--- src/rtl/mem_io_arb_pkg.sv ---
// Shared definitions for the memory/IO arbiter: defaults, FSM encoding,
// abort read value and watchdog counter width.
package mem_io_arb_pkg;

  localparam int unsigned ADDR_W_DEF     = 14;
  localparam int unsigned IO_AW_DEF      = 10;
  localparam int unsigned IO_TIMEOUT_DEF = 255;
  localparam int unsigned TIMER_W        = 8;

  // Read data returned to the CPU when an IO access is aborted.
  localparam logic [31:0] RDATA_ABORT = 32'h0;

  localparam logic [2:0] ST_IDLE    = 3'd0;
  localparam logic [2:0] ST_MEM_RD  = 3'd1;
  localparam logic [2:0] ST_IO_WAIT = 3'd2;
  localparam logic [2:0] ST_IO_DONE = 3'd3;
  localparam logic [2:0] ST_UPG     = 3'd4;

  typedef enum logic [2:0] {
    S_IDLE    = ST_IDLE,
    S_MEM_RD  = ST_MEM_RD,
    S_IO_WAIT = ST_IO_WAIT,
    S_IO_DONE = ST_IO_DONE,
    S_UPG     = ST_UPG
  } state_e;

endpackage

--- src/rtl/arb_io_timer.sv ---
// IO watchdog timer, used only when MEM_IO_ARB_WATCHDOG_EN is defined.
// Ports:
//   clk, rst_n : clock, async active-low reset
//   load       : restart the count from zero (new IO request issued)
//   count      : advance one step per cycle while the request is outstanding
//   expire_c   : combinational, high on the LIMIT-th counted cycle
module arb_io_timer
  import mem_io_arb_pkg::*;
#(
  parameter int unsigned LIMIT = IO_TIMEOUT_DEF
) (
  input  logic clk,
  input  logic rst_n,
  input  logic load,
  input  logic count,
  output logic expire_c
);

  logic [TIMER_W-1:0] cnt_q;

  // Counter value k-1 during the k-th waiting cycle; saturates on expiry.
  always_ff @(posedge clk or negedge rst_n) begin
    if (!rst_n) begin
      cnt_q <= '0;
    end else if (load) begin
      cnt_q <= '0;
    end else if (count && !expire_c) begin
      cnt_q <= cnt_q + TIMER_W'(1);
    end
  end

  assign expire_c = count && (cnt_q == TIMER_W'(LIMIT - 1));

endmodule

--- src/rtl/mem_io_arbiter.sv ---
// Shares the data BRAM port and the MMIO bus between the CPU load/store path
// and the UART program loader, stalling the CPU while an access is in flight
// or while the loader owns memory.
// Ports:
//   clk, rst_n                     : clock, async active-low reset
//   cpu_mem_read/write, cpu_io_read/write, cpu_addr, cpu_wdata : CPU request
//   cpu_rdata, cpu_stall           : load data and pipeline hold
//   upg_active/valid/addr/wdata, upg_ready : loader write channel
//   mem_en/we/addr/wdata, mem_rdata : BRAM port (1-cycle read latency)
//   io_req/we/addr/wdata, io_rdata, io_ack : IO level-request handshake
//   err_timeout                    : sticky IO watchdog error
// Build option: define MEM_IO_ARB_WATCHDOG_EN to abort IO accesses that are not
// acknowledged within IO_TIMEOUT cycles; otherwise IO waits indefinitely.
module mem_io_arbiter
  import mem_io_arb_pkg::*;
#(
  parameter int unsigned ADDR_W     = ADDR_W_DEF,
  parameter int unsigned IO_AW      = IO_AW_DEF,
  parameter int unsigned IO_TIMEOUT = IO_TIMEOUT_DEF
) (
  input  logic              clk,
  input  logic              rst_n,
  input  logic              cpu_mem_read,
  input  logic              cpu_mem_write,
  input  logic              cpu_io_read,
  input  logic              cpu_io_write,
  input  logic [31:0]       cpu_addr,
  input  logic [31:0]       cpu_wdata,
  output logic [31:0]       cpu_rdata,
  output logic              cpu_stall,
  input  logic              upg_active,
  input  logic              upg_valid,
  input  logic [ADDR_W-1:0] upg_addr,
  input  logic [31:0]       upg_wdata,
  output logic              upg_ready,
  output logic              mem_en,
  output logic              mem_we,
  output logic [ADDR_W-1:0] mem_addr,
  output logic [31:0]       mem_wdata,
  input  logic [31:0]       mem_rdata,
  output logic              io_req,
  output logic              io_we,
  output logic [IO_AW-1:0]  io_addr,
  output logic [31:0]       io_wdata,
  input  logic [31:0]       io_rdata,
  input  logic              io_ack,
  output logic              err_timeout
);

  state_e      state_q, state_d;
  logic [31:0] rdata_q;
  logic        io_issue, io_complete, io_abort, rd_capture, st_clear;
  logic        wd_expire_c;

  // State register.
  always_ff @(posedge clk or negedge rst_n) begin
    if (!rst_n) state_q <= S_IDLE;
    else        state_q <= state_d;
  end

  // Next state and access sequencing. IDLE decode is gated by rst_n so every
  // output reads zero while reset is asserted, even with a request pending.
  always_comb begin
    state_d     = state_q;
    cpu_stall   = 1'b0;
    upg_ready   = 1'b0;
    mem_en      = 1'b0;
    mem_we      = 1'b0;
    mem_addr    = cpu_addr[ADDR_W+1:2];
    mem_wdata   = cpu_wdata;
    cpu_rdata   = rdata_q;
    io_issue    = 1'b0;
    io_complete = 1'b0;
    io_abort    = 1'b0;
    rd_capture  = 1'b0;
    st_clear    = 1'b0;
    case (state_q)
      S_IDLE: begin
        if (rst_n) begin
          if (upg_active) begin
            cpu_stall = 1'b1;
            state_d   = S_UPG;
          end else if (cpu_mem_write) begin
            mem_en   = 1'b1;
            mem_we   = 1'b1;
            st_clear = 1'b1;
          end else if (cpu_mem_read) begin
            mem_en    = 1'b1;
            cpu_stall = 1'b1;
            state_d   = S_MEM_RD;
          end else if (cpu_io_read || cpu_io_write) begin
            cpu_stall = 1'b1;
            io_issue  = 1'b1;
            state_d   = S_IO_WAIT;
          end
        end
      end
      S_MEM_RD: begin
        cpu_rdata  = mem_rdata;
        rd_capture = 1'b1;
        state_d    = S_IDLE;
      end
      S_IO_WAIT: begin
        cpu_stall = 1'b1;
        if (io_ack) begin
          io_complete = 1'b1;
          state_d     = S_IO_DONE;
        end else if (wd_expire_c) begin
          io_abort = 1'b1;
          state_d  = S_IO_DONE;
        end
      end
      // One unstalled cycle so the held CPU request is not re-issued.
      S_IO_DONE: state_d = S_IDLE;
      S_UPG: begin
        cpu_stall = 1'b1;
        upg_ready = 1'b1;
        mem_addr  = upg_addr;
        mem_wdata = upg_wdata;
        if (upg_valid) begin
          mem_en = 1'b1;
          mem_we = 1'b1;
        end
        if (!upg_active) state_d = S_IDLE;
      end
      default: state_d = S_IDLE;
    endcase
  end

  // IO request registers and CPU read-data latch; stores return zero.
  always_ff @(posedge clk or negedge rst_n) begin
    if (!rst_n) begin
      io_req   <= 1'b0;
      io_we    <= 1'b0;
      io_addr  <= '0;
      io_wdata <= '0;
      rdata_q  <= '0;
    end else begin
      if (io_issue) begin
        io_req   <= 1'b1;
        io_we    <= cpu_io_write;
        io_addr  <= cpu_addr[IO_AW-1:0];
        io_wdata <= cpu_wdata;
      end
      if (io_complete) begin
        io_req  <= 1'b0;
        rdata_q <= io_we ? 32'h0 : io_rdata;
      end
      if (io_abort) begin
        io_req  <= 1'b0;
        rdata_q <= RDATA_ABORT;
      end
      if (rd_capture) rdata_q <= mem_rdata;
      if (st_clear)   rdata_q <= 32'h0;
    end
  end

`ifdef MEM_IO_ARB_WATCHDOG_EN
  arb_io_timer #(
    .LIMIT(IO_TIMEOUT)
  ) u_io_timer (
    .clk      (clk),
    .rst_n    (rst_n),
    .load     (io_issue),
    .count    (state_q == S_IO_WAIT),
    .expire_c (wd_expire_c)
  );

  // Sticky until reset.
  always_ff @(posedge clk or negedge rst_n) begin
    if (!rst_n)        err_timeout <= 1'b0;
    else if (io_abort) err_timeout <= 1'b1;
  end
`else
  assign wd_expire_c = 1'b0;
  assign err_timeout = 1'b0;
`endif

  // Upper address bits are outside the BRAM window.
  logic unused_c;
  assign unused_c = ^{cpu_addr[31:ADDR_W+2], IO_TIMEOUT[0]};

  // At most one CPU access strobe per cycle.
  assert property (@(posedge clk) disable iff (!rst_n)
    $onehot0({cpu_mem_read, cpu_mem_write, cpu_io_read, cpu_io_write}))
    else $error("mem_io_arbiter: multiple CPU strobes");

endmodule

--- config.mk ---
export PLATFORM = sky130hd
export DESIGN_NAME = mem_io_arbiter
export DESIGN_NICKNAME = d
export VERILOG_FILES = /design/src/rtl/mem_io_arb_pkg.sv /design/src/rtl/arb_io_timer.sv /design/src/rtl/mem_io_arbiter.sv
export SDC_FILE = /design/constraint.sdc
export NUM_CORES = 1
export LEC_CHECK = 0
export BUFFER_PORTS_ARGS = -buffer_cell sky130_fd_sc_hd__buf_2
export CELL_PAD_IN_SITES_DETAIL_PLACEMENT = 0
export CELL_PAD_IN_SITES_GLOBAL_PLACEMENT = 2
export CORE_ASPECT_RATIO = 0.8
export CORE_UTILIZATION = 26
export CTS_CLUSTER_SIZE = 30
export DETAILED_ROUTE_END_ITERATION = 6
export PLACE_DENSITY_LB_ADDON = 0.1
export SYNTH_ARGS = -nofsm -noshare
export SYNTH_HDL_FRONTEND = slang
export SYNTH_SLANG_ARGS = --single-unit
--- constraint.sdc ---
create_clock -name clk -period 5.85 [get_ports clk]
set_clock_uncertainty 0.15 [all_clocks]
set_input_delay 1.17 -clock clk [delete_from_list [all_inputs] [get_ports clk]]
set_output_delay 1.17 -clock clk [all_outputs]
set_load 0.05 [all_outputs]
==> out/metrics.yaml, run 1 <==
worst_setup_path:
  critPathRequiredTime_ns: 4.53
  arrival_ns: 2.66
  end_kind: "output pin"
  cp-start-kind: "flip-flop"
  worst-path-max-fanout: 27
  critPathKind: "flip-flop to output pin"
sta:
  fin_crit_sh_pct: 68.1
  max_freq_mhz: 251
  fin_tns_setup_ns: 0
  finalSetupViolations: 0
  hold_viol: 0
  fin_crit_ns: 3.98
  postLayoutSetupSlackWorst_ns: 1.87
  maxSlewHeadroom_pct: 23.9
  tightest_slew_ns: 1.14
  rsz0062_at_grt: "no"
  finalMaxSlewViolations: 0
synthesis:
  synth_cell_types: 35
  synth_edf_count: 0
  synth_top_area_share_pct: 41.7
  yosys_register_bits: 79
  synth_xor_area_share_pct: 0
  synth_nets: 613
  async_flop_share_pct: 100
  ys.flop_type: "dfrtp_1"
  yosysWarnings: 0
  yosys-top-cells-area: "dfrtp_1 (42%), mux2_1 (18%), a311oi_2 (9.5%), nand2_1 (7.7%), nand3b_1 (5.1%)"
  synth_adder_area_share_pct: 0
  postSynthCellCount: 430
  ys_seq_area_share_pct: 41.7
  synth_largest_area_cell: "dfrtp_1"
  syn_area_mm2: 0.00474
  synth_top_family_by_area: "multiplexers"
  avgSynthCellArea_um2: 11.0
  synth-simple-area-share_pct: 19.0
  synthMuxAreaShare_pct: 21.9
  synth_compound_area_share_pct: 11.2
clock_network:
  holdBufCountCts: 0
  htree_levels: 3
  cts_tree: "yes"
  cts_buffers: 9
  post_cts_buffers: 0
  clock_path_buffers: 2
  cts_resized: 0
  cts_sinks: 79
  clk_latency_ns: 0.34
  clockRootBuffer: "clkbuf_16"
  clk_pin_slew_ns: 0.06
detailed_routing:
  num_vias: 4385
  antenna_left: 0
  drt_iter0_drc: 176
  wl_per_cell_um: 16.8
  avgViaCountPerCell: 4.73
  finalWirelength_um: 15600
  drtPass1Iterations: 4
  drc: 0
hold_path:
  hold_path_class: "flip-flop to flip-flop"
cells_and_area:
  fillers: 1786
  final_cell_mix: "buf_2 (291), nand2_1 (97), dfrtp_1 (79)"
  layout-drive-gt1-share_pct: 51.9
  area_delta_synth_final_pct: 39.7
  nNetsFinal: 881
  fin_cells: 928
  layout_commonest_cell: "buf_2"
  num_antenna_cells: 0
placement:
  dp_slack_ns: 1.88
  place.gp.congestion: 0.746
  port_buffers: 292
  place_inst: 912
  hpwl_um: 11200
die:
  rows: 43
  die_y_um: 123
  pin_count: 310
  die-area_mm2: 0.0188
  die_width_um: 153
  core_mm2: 0.0176
  start_util_pct: 26.9
global_routing:
  grt_max_degree: 48
  grt_pass1_vias: 4407
  antenna_found_initial: 2
  track_usage_pct: 16.7
  grt_pass1_wl_um: 24100
  grt-ovfl-total: 0
power:
  peakVddDrop_uv: 167
  power.density_mw_per_mm2: 507
  p_leak_uw: 0.00333
flow_run:
  maxCapViolCount: 0
status:
  status: "finished, final reports clean"
area by class of cell:
| type | instances | area, µm² | area share, % |
|---|---|---|---|
| multi-input combinational | 308 | 2500 | 37.7 |
| timing repair buffer | 299 | 1520 | 22.9 |
| tap | 225 | 282 | 4.25 |
| inverter | 1 | 3.75 | 0.0567 |
| clock inverter | 7 | 118 | 1.78 |
| sequential | 79 | 1980 | 29.9 |
| clock buffer | 9 | 225 | 3.40 |
registers in the layout, indices dropped and copies added, names as in the netlist:
| name | cells |
|---|---|
| io_wdata | 32 |
| rdata_q | 32 |
| io_addr | 10 |
| state_q | 3 |
| io_req | 1 |
| io_we | 1 |
kinds of logic after synthesis:
| kind of cell | Yosys count |
|---|---|
| simple gates | 178 |
| flops | 79 |
| buf+inv | 43 |
| mux | 89 |
| compound gates | 40 |
| other cells | 1 |
cell usage after synthesis (all sizes together) (2+ instances only):
cell	number
nand2	97
mux2	89
dfrtp	79
buf	38
nor3	35
a311oi	33
nand3b	32
clkbuf	4
nor2	3
or2	2
where the power goes:
group	total [µW]	leakage, µW	internal, µW	switching, µW
Clock	656	0.000170	419	238
Sequential	881	0.000977	753	128
Combinational	1820	0.00218	519	1300
metrics by stage:
stage	total power, µW	utilization [%]	hold slack [ns]	cell area [µm²]
after floorplan	2300	-	0.412	4740
after global placement	2720	35.7	0.323	6280
after detailed placement	2730	35.7	0.325	6280
after CTS	3410	37.6	0.340	6620
after global routing	3540	37.6	0.353	6620
final	3360	37.6	0.334	6620
worst max-delay path, cell delays in order (launching register included):
cell     delay (ns)
dfrtp_1        0.62
and2_2         0.64
buf_4          0.46
mux2_1         0.38
buf_2          0.22
per-layer routing:
| metal | GRT usage (%) | share of wire (%) | wire, µm |
|---|---|---|---|
| met1 | 20.2 | 43 | 6640 |
| met2 | 29.6 | 51 | 7870 |
| met3 | 4.70 | 5.6 | 870 |
| met4 | 4.17 | 1.1 | 164 |
| met5 | 0 | 0.084 | 13 |
path summary, 6_finish.rpt:
path / start / to / slack, ns / depth (start not counted)
worst max-delay path: state_q[2] / mem_wdata[16] / 1.87 / 4
worst min-delay path: io_wdata[25] / io_wdata[25] / 0.33 / 1
min in group asynchronous: rst_n / io_addr[4] / 0.63 / 1
worst max register to register: state_q[1] / rdata_q[10] / 2.99 / 4
max in group asynchronous: rst_n / rdata_q[23] / 3.87 / 2
worst min register to register: io_wdata[25] / io_wdata[25] / 0.33 / 1
Note: power is estimated with default switching activity, not from simulation.
==> run 2: changes to the inputs <==
Settings changed: CORE_UTILIZATION 26 to 22.
Clock period 5.85 ns to 3.4 ns, I/O delays scaled along.
==> run 2 against run 1 <==
The run now ends with design-rule violations left. Power rose by 74%. Global-route usage fell by 1.6 points. Count of clock-buffer cells in the layout rose by 1.
==> out/metrics.yaml, run 2 (synthesis results as in run 1) <==
status:
  status: "complete, but fails checks"
  failed_checks: "design-rule violations"
cells_and_area:
  final_cell_mix: "buf_2 (291), nand2_1 (97), dfrtp_1 (79)"
  largestRegisters: "io_wdata: 32 flops, rdata_q: 32 flops, io_addr: 10 flops"
  fillers: 2217  # +24%
  layout_commonest_cell: "buf_2"
  num_antenna_cells: 0  # unchanged
  nNetsFinal: 885  # +0.45%
  layout-drive-gt1-share_pct: 52.2  # +0.27 points
  fin_area_mm2: 0.00677  # +2.3%
  area_delta_synth_final_pct: 42.9
worst_setup_path:
  crit_path_frequent_cell: "nand2_1"
  cp-start-kind: "flip-flop"
  crit_path_max_incr_delay_ns: 0.82  # +0.18 ns
  path_cells: "or3b_2 > buf_12 > nand2_1 > nand2_1 > buf_2"
  worst-path-max-fanout: 40  # +48%
  critPathKind: "flip-flop to output pin"
  crit_slowest_cell: "or3b_2"
  end_kind: "output pin"
  critPathRequiredTime_ns: 2.57  # -1.96 ns
  arrival_ns: 2.37  # -0.29 ns
  r2r_cells: 5  # +1
placement:
  hpwl_um: 12100  # +7.8%
  port_buffers: 292  # unchanged
  place.gp.congestion: 0.779  # +4.3%
  dpl_cell_area_mm2: 0.00640  # +2.0%
sta:
  fin_crit_sh_pct: 94.1
  finalSetupViolations: 0  # unchanged
  maxSlewHeadroom_pct: 31.7  # +7.8 points
  tightest_slew_ns: 1.02  # -0.117 ns
  max_freq_mhz: 313
  rsz0062_at_grt: "no"
  finalMaxSlewViolations: 0  # unchanged
  fin_tns_setup_ns: 0  # unchanged
  hold_viol: 0  # unchanged
  fin_crit_ns: 3.20
power:
  power_switching_share_pct: 49.4  # -0.20 points
  p_comb_share_pct: 54.8  # +0.6 points
  peakVddDrop_uv: 315  # +88%
  seqPwrFrac_pct: 25.3  # -0.9 points
  power_switching_uw: 2880  # +73%
  p_int_uw: 2950  # +74%
  power.density_mw_per_mm2: 861  # +70%
  clkPwrFrac_pct: 19.9  # +0.4 points
  p_leak_uw: 0.00336  # +1.0%
die:
  rows: 47  # +9.3%
  start_util_pct: 22.7  # -4.2 points
  die_width_um: 166  # +8.6%
  die-area_mm2: 0.0221  # +18%
  die_y_um: 133  # +8.6%
  pin_count: 310  # unchanged
  core_mm2: 0.0209  # +19%
global_routing:
  grt_pass1_wl_um: 25900  # +7.6%
  track_usage_pct: 15.2  # -1.6 points
  antenna_found_initial: 0  # -2
  grt_max_degree: 75  # +56%
  grt-ovfl-total: 0  # unchanged
  grt_pass1_vias: 4585  # +4.0%
clock_network:
  htree_levels: 3  # unchanged
  clk_latency_ns: 0.34  # about the same
  clockRootBuffer: "clkbuf_16"
  clock_path_buffers: 2  # unchanged
  cts_sinks: 79  # unchanged
  clk_pin_slew_ns: 0.06  # about the same
  cts_buffers: 9  # unchanged
  cts_tree: "yes"
detailed_routing:
  wl_per_cell_um: 17.0  # +1.4%
  drt_iter0_drc: 238  # +35%
  num_vias: 4408  # +0.52%
  drc: 13  # +13
  finalWirelength_um: 16600  # +6.7%
  drtPass1Iterations: 6  # +2
  avgViaCountPerCell: 4.52  # -4.4%
  antenna_left: 0  # unchanged
hold_path:
  hold_path_class: "flip-flop to flip-flop"
  holdPathStages: 1  # unchanged
flow_run:
  maxCapViolCount: 0  # unchanged
-- run 2: metal layers --
| layer | GRT usage, % | share of wire [%] | routed length [µm] |
|---|---|---|---|
| met2 | 26.9 | 51 | 8470 |
| met3 | 4.19 | 6.6 | 1090 |
| met1 | 18.0 | 41 | 6810 |
| met4 | 4.10 | 1.4 | 225 |
| met5 | 0 | 0 | 0 |
-- run 2: layout make-up --
| cell class | count | area [µm²] | share of cell area, % |
|---|---|---|---|
| repair buffers | 303 | 1600 | 23.6 |
| flip-flops and latches | 79 | 1980 | 29.2 |
| clock buffers | 10 | 239 | 3.53 |
| clock inverters | 6 | 115 | 1.70 |
| inverters | 1 | 3.75 | 0.0554 |
| well taps | 269 | 337 | 4.97 |
| multi-input cells | 308 | 2500 | 36.9 |
-- run 2: path summary, 6_finish.rpt --
check / from / to / slack [ns]
max: state_q[2] / cpu_rdata[23] / 0.20
min: io_addr[0] / io_addr[0] / 0.34
max reg2reg: state_q[0] / rdata_q[23] / 1.02
min reg2reg: io_addr[0] / io_addr[0] / 0.34
max in group asynchronous: rst_n / io_wdata[16] / 1.21
min in group asynchronous: rst_n / rdata_q[17] / 0.66
-- run 2: critical path: cells and delay by family (launching register included) --
family	cells	cell delay, ns
AND/OR/NAND/NOR	3	0.96
flip-flops	1	0.54
buffers and inverters	2	0.50
-- run 2: repair_timing --
item	4_1_cts	5_1_grt
hold buffers	1	0
endpoints found under the setup margin	0	1
setup buffers	0	0
endpoints found under the hold margin	5	0
gates resized for setup	0	1
-- run 2: metrics by stage --
| stage | instances | power (µW) | hold WS [ns] | setup slack (ns) | utilization (%) |
|---|---|---|---|---|---|
| after floorplan | 430 | 3950 | 0.234 | 0.524 | - |
| after global placement | 959 | 4710 | 0.319 | 0.561 | 30.7 |
| after detailed placement | 959 | 4730 | 0.325 | 0.543 | 30.7 |
| after CTS | 976 | 5930 | 0.341 | 0.0528 | 32.4 |
| after global routing | 976 | 6150 | 0.356 | 0.0848 | 32.4 |
| final | 976 | 5830 | 0.336 | 0.201 | 32.4 |
-- run 2: power by group through the flow --
stage	registers [µW]	logic [µW]	clock network, µW
after floorplan	2100	1850	0
after global placement	1480	3230	0
after detailed placement	1490	3230	0
after CTS	1480	3240	1210
after global routing	1530	3380	1250
final	1470	3200	1160
==> run 3: changes to the inputs <==
Settings changed: BUFFER_PORTS_ARGS -buffer_cell sky130_fd_sc_hd__buf_2 to not set, CORE_AREA set to 2 2 120 122, CORE_ASPECT_RATIO 0.8 to not set, CORE_UTILIZATION 22 to not set, DIE_AREA set to 0 0 122 124, DONT_BUFFER_PORTS set to 1.
Clock period 3.4 ns to 4.1 ns, I/O delays scaled along.
==> run 3 against run 2 <==
Global-route usage is 3.0 points higher. Sequential cell count is the same. Die area fell by 32%. Clock power fell by 28%. Power decreased by 27%. Critical path depth down 1. Sequential share of layout area up 9.1 points. Via count fell by 25%. The run now ends clean. Final cell count shrank 39%. Setup slack better by 0.44 ns. Largest power group is now registers.
==> out/metrics.yaml, run 3 (synthesis results as in run 1) <==
detailed_routing:
  wl_per_cell_um: 23.9  # +40%
  avgViaCountPerCell: 5.56  # +23%
  finalWirelength_um: 14200  # -14%
  drtPass1Iterations: 4  # -2
  dr.max_layer_used: "met5"
  dr_wl_met3_um: 1510  # +39%
  drt-met1-wl_um: 5620  # -17%
  num_vias: 3321  # -25%
  drc: 0  # -13
  drt_iter0_drc: 103  # -57%
  dr_wl_met2_um: 6920  # -18%
  antenna_left: 0  # unchanged
global_routing:
  grt_max_degree: 83  # +11%
  grt_pass1_wl_um: 20500  # -21%
  antenna_found_initial: 1  # +1
  track_usage_pct: 18.1  # +3.0 points
  grt-ovfl-total: 0  # unchanged
  grt_pass1_vias: 3485  # -24%
worst_setup_path:
  arrival_ns: 2.49  # +0.12 ns
  crit_path_max_incr_delay_ns: 0.55  # -0.27 ns
  path_cells: "nor2_1 > and2_2 > buf_4 > mux2_1"
  worst-path-max-fanout: 19  # -53%
  critPathRequiredTime_ns: 3.13  # +0.56 ns
  critPathKind: "flip-flop to output pin"
  crit_slowest_cell: "mux2_1"
  cp-start-kind: "flip-flop"
  end_kind: "output pin"
sta:
  rsz0062_at_grt: "no"
  finalMaxSlewViolations: 0  # unchanged
  maxSlewHeadroom_pct: 25.2  # -6.6 points
  fin_tns_setup_ns: 0  # unchanged
  tightest_slew_ns: 1.12  # +0.0985 ns
  hold_viol: 0  # unchanged
  fin_crit_sh_pct: 84.4
  fin_crit_ns: 3.46
  finalSetupViolations: 0  # unchanged
  max_freq_mhz: 289
clock_network:
  post_cts_buffers: 0  # unchanged
  cts_sinks: 79  # unchanged
  clock_path_buffers: 2  # unchanged
  htree_levels: 3  # unchanged
  cts_tree: "yes"
  cts_buffers: 9  # unchanged
  clk_pin_slew_ns: 0.06  # about the same
  clockRootBuffer: "clkbuf_16"
  clk_latency_ns: 0.34  # about the same
die:
  core_mm2: 0.0137  # -34%
  start_util_pct: 34.5  # +12 points
  die_y_um: 124  # -7.0%
  pin_count: 310  # unchanged
  die-area_mm2: 0.0151  # -32%
  rows: 43  # -8.5%
  die_width_um: 122  # -27%
hold_path:
  hold_path_class: "input pin to asynchronous set/reset pin"
cells_and_area:
  final_cell_mix: "nand2_1 (97), dfrtp_1 (79), mux2_1 (77)"
  largestRegisters: "io_wdata: 32 flops, rdata_q: 32 flops, io_addr: 10 flops"
  nNetsFinal: 595  # -33%
  area_delta_synth_final_pct: 8.93
  layout_commonest_cell: "nand2_1"
  layout-drive-gt1-share_pct: 18.9  # -33 points
  num_antenna_cells: 0  # unchanged
power:
  power.total_uw: 4290  # -27%
  power.density_mw_per_mm2: 830  # -3.6%
  p_leak_uw: 0.00217  # -35%
  peakVddDrop_uv: 350  # +11%
placement:
  place.gp.congestion: 0.795  # +2.1%
  hpwl_um: 10000  # -17%
  port_buffers: 0  # -100%
status:
  status: "finished, final reports clean"
flow_run:
  maxCapViolCount: 0  # unchanged
## run 3: area by class of cell
class                      count  area, µm²
clock inverter                 6       68.8
sequential                    79       1980
tap                          180        225
fill                        1382       8560
clock buffer                  10        239
inverter                       1       3.75
timing repair buffer          13        145
multi-input combinational    308       2500
## run 3: worst max-delay path, delay by kind of cell, from the launching register on
kind,cells,cell delay (ns)
buffers and inverters,1,0.32
flip-flops,1,0.54
multiplexers,1,0.55
AND/OR/NAND/NOR,2,0.72
## run 3: path summary, 6_finish.rpt
| check | from | to | slack [ns] | cells after the start |
|---|---|---|---|---|
| max in group asynchronous | rst_n | rdata_q[17] | 3.00 | 1 |
| worst min-delay path | rst_n | rdata_q[31] | 0.02 | 0 |
| worst min register to register | rdata_q[11] | rdata_q[11] | 0.52 | 2 |
| worst max-delay path | state_q[1] | mem_addr[6] | 0.64 | 4 |
| min in group clk | upg_active | state_q[2] | 0.44 | 1 |
| worst max register to register | state_q[0] | rdata_q[12] | 1.45 | 5 |
## run 3: stage by stage
step                      util [%]  instance area [µm²]  hold WS (ns)  std cells  setup WS (ns)
final                         37.6                 5160        0.0239        597          0.639
after global routing          37.6                 5160      0.000699        597          0.497
after CTS                     37.3                 5120       0.00181        595          0.627
after detailed placement      35.1                 4820         0.378        579           1.01
after global placement        35.1                 4820         0.377        579           1.05
after floorplan                  -                 4740         0.374        430          0.944
## run 3: layer usage
layer  global-route usage (%)  vias up
met4                     5.24        2
li1                         -     1505
met5                        0        -
met3                     8.29       12
met2                     30.1      155
met1                     21.2     1647
## run 3: power by group
group          internal, µW  leakage (µW)  switching, µW
clock network           491      0.000149            340
logic                   465       0.00105           1180
registers              1070      0.000977            746
total                  2020       0.00217           2260
## run 3: timing repair
action                                 in CTS  in global routing
endpoints found under the hold margin       0                 53
setup endpoints to repair                   0                  0
gates resized for setup                     0                  0
hold buffers                                0                  2
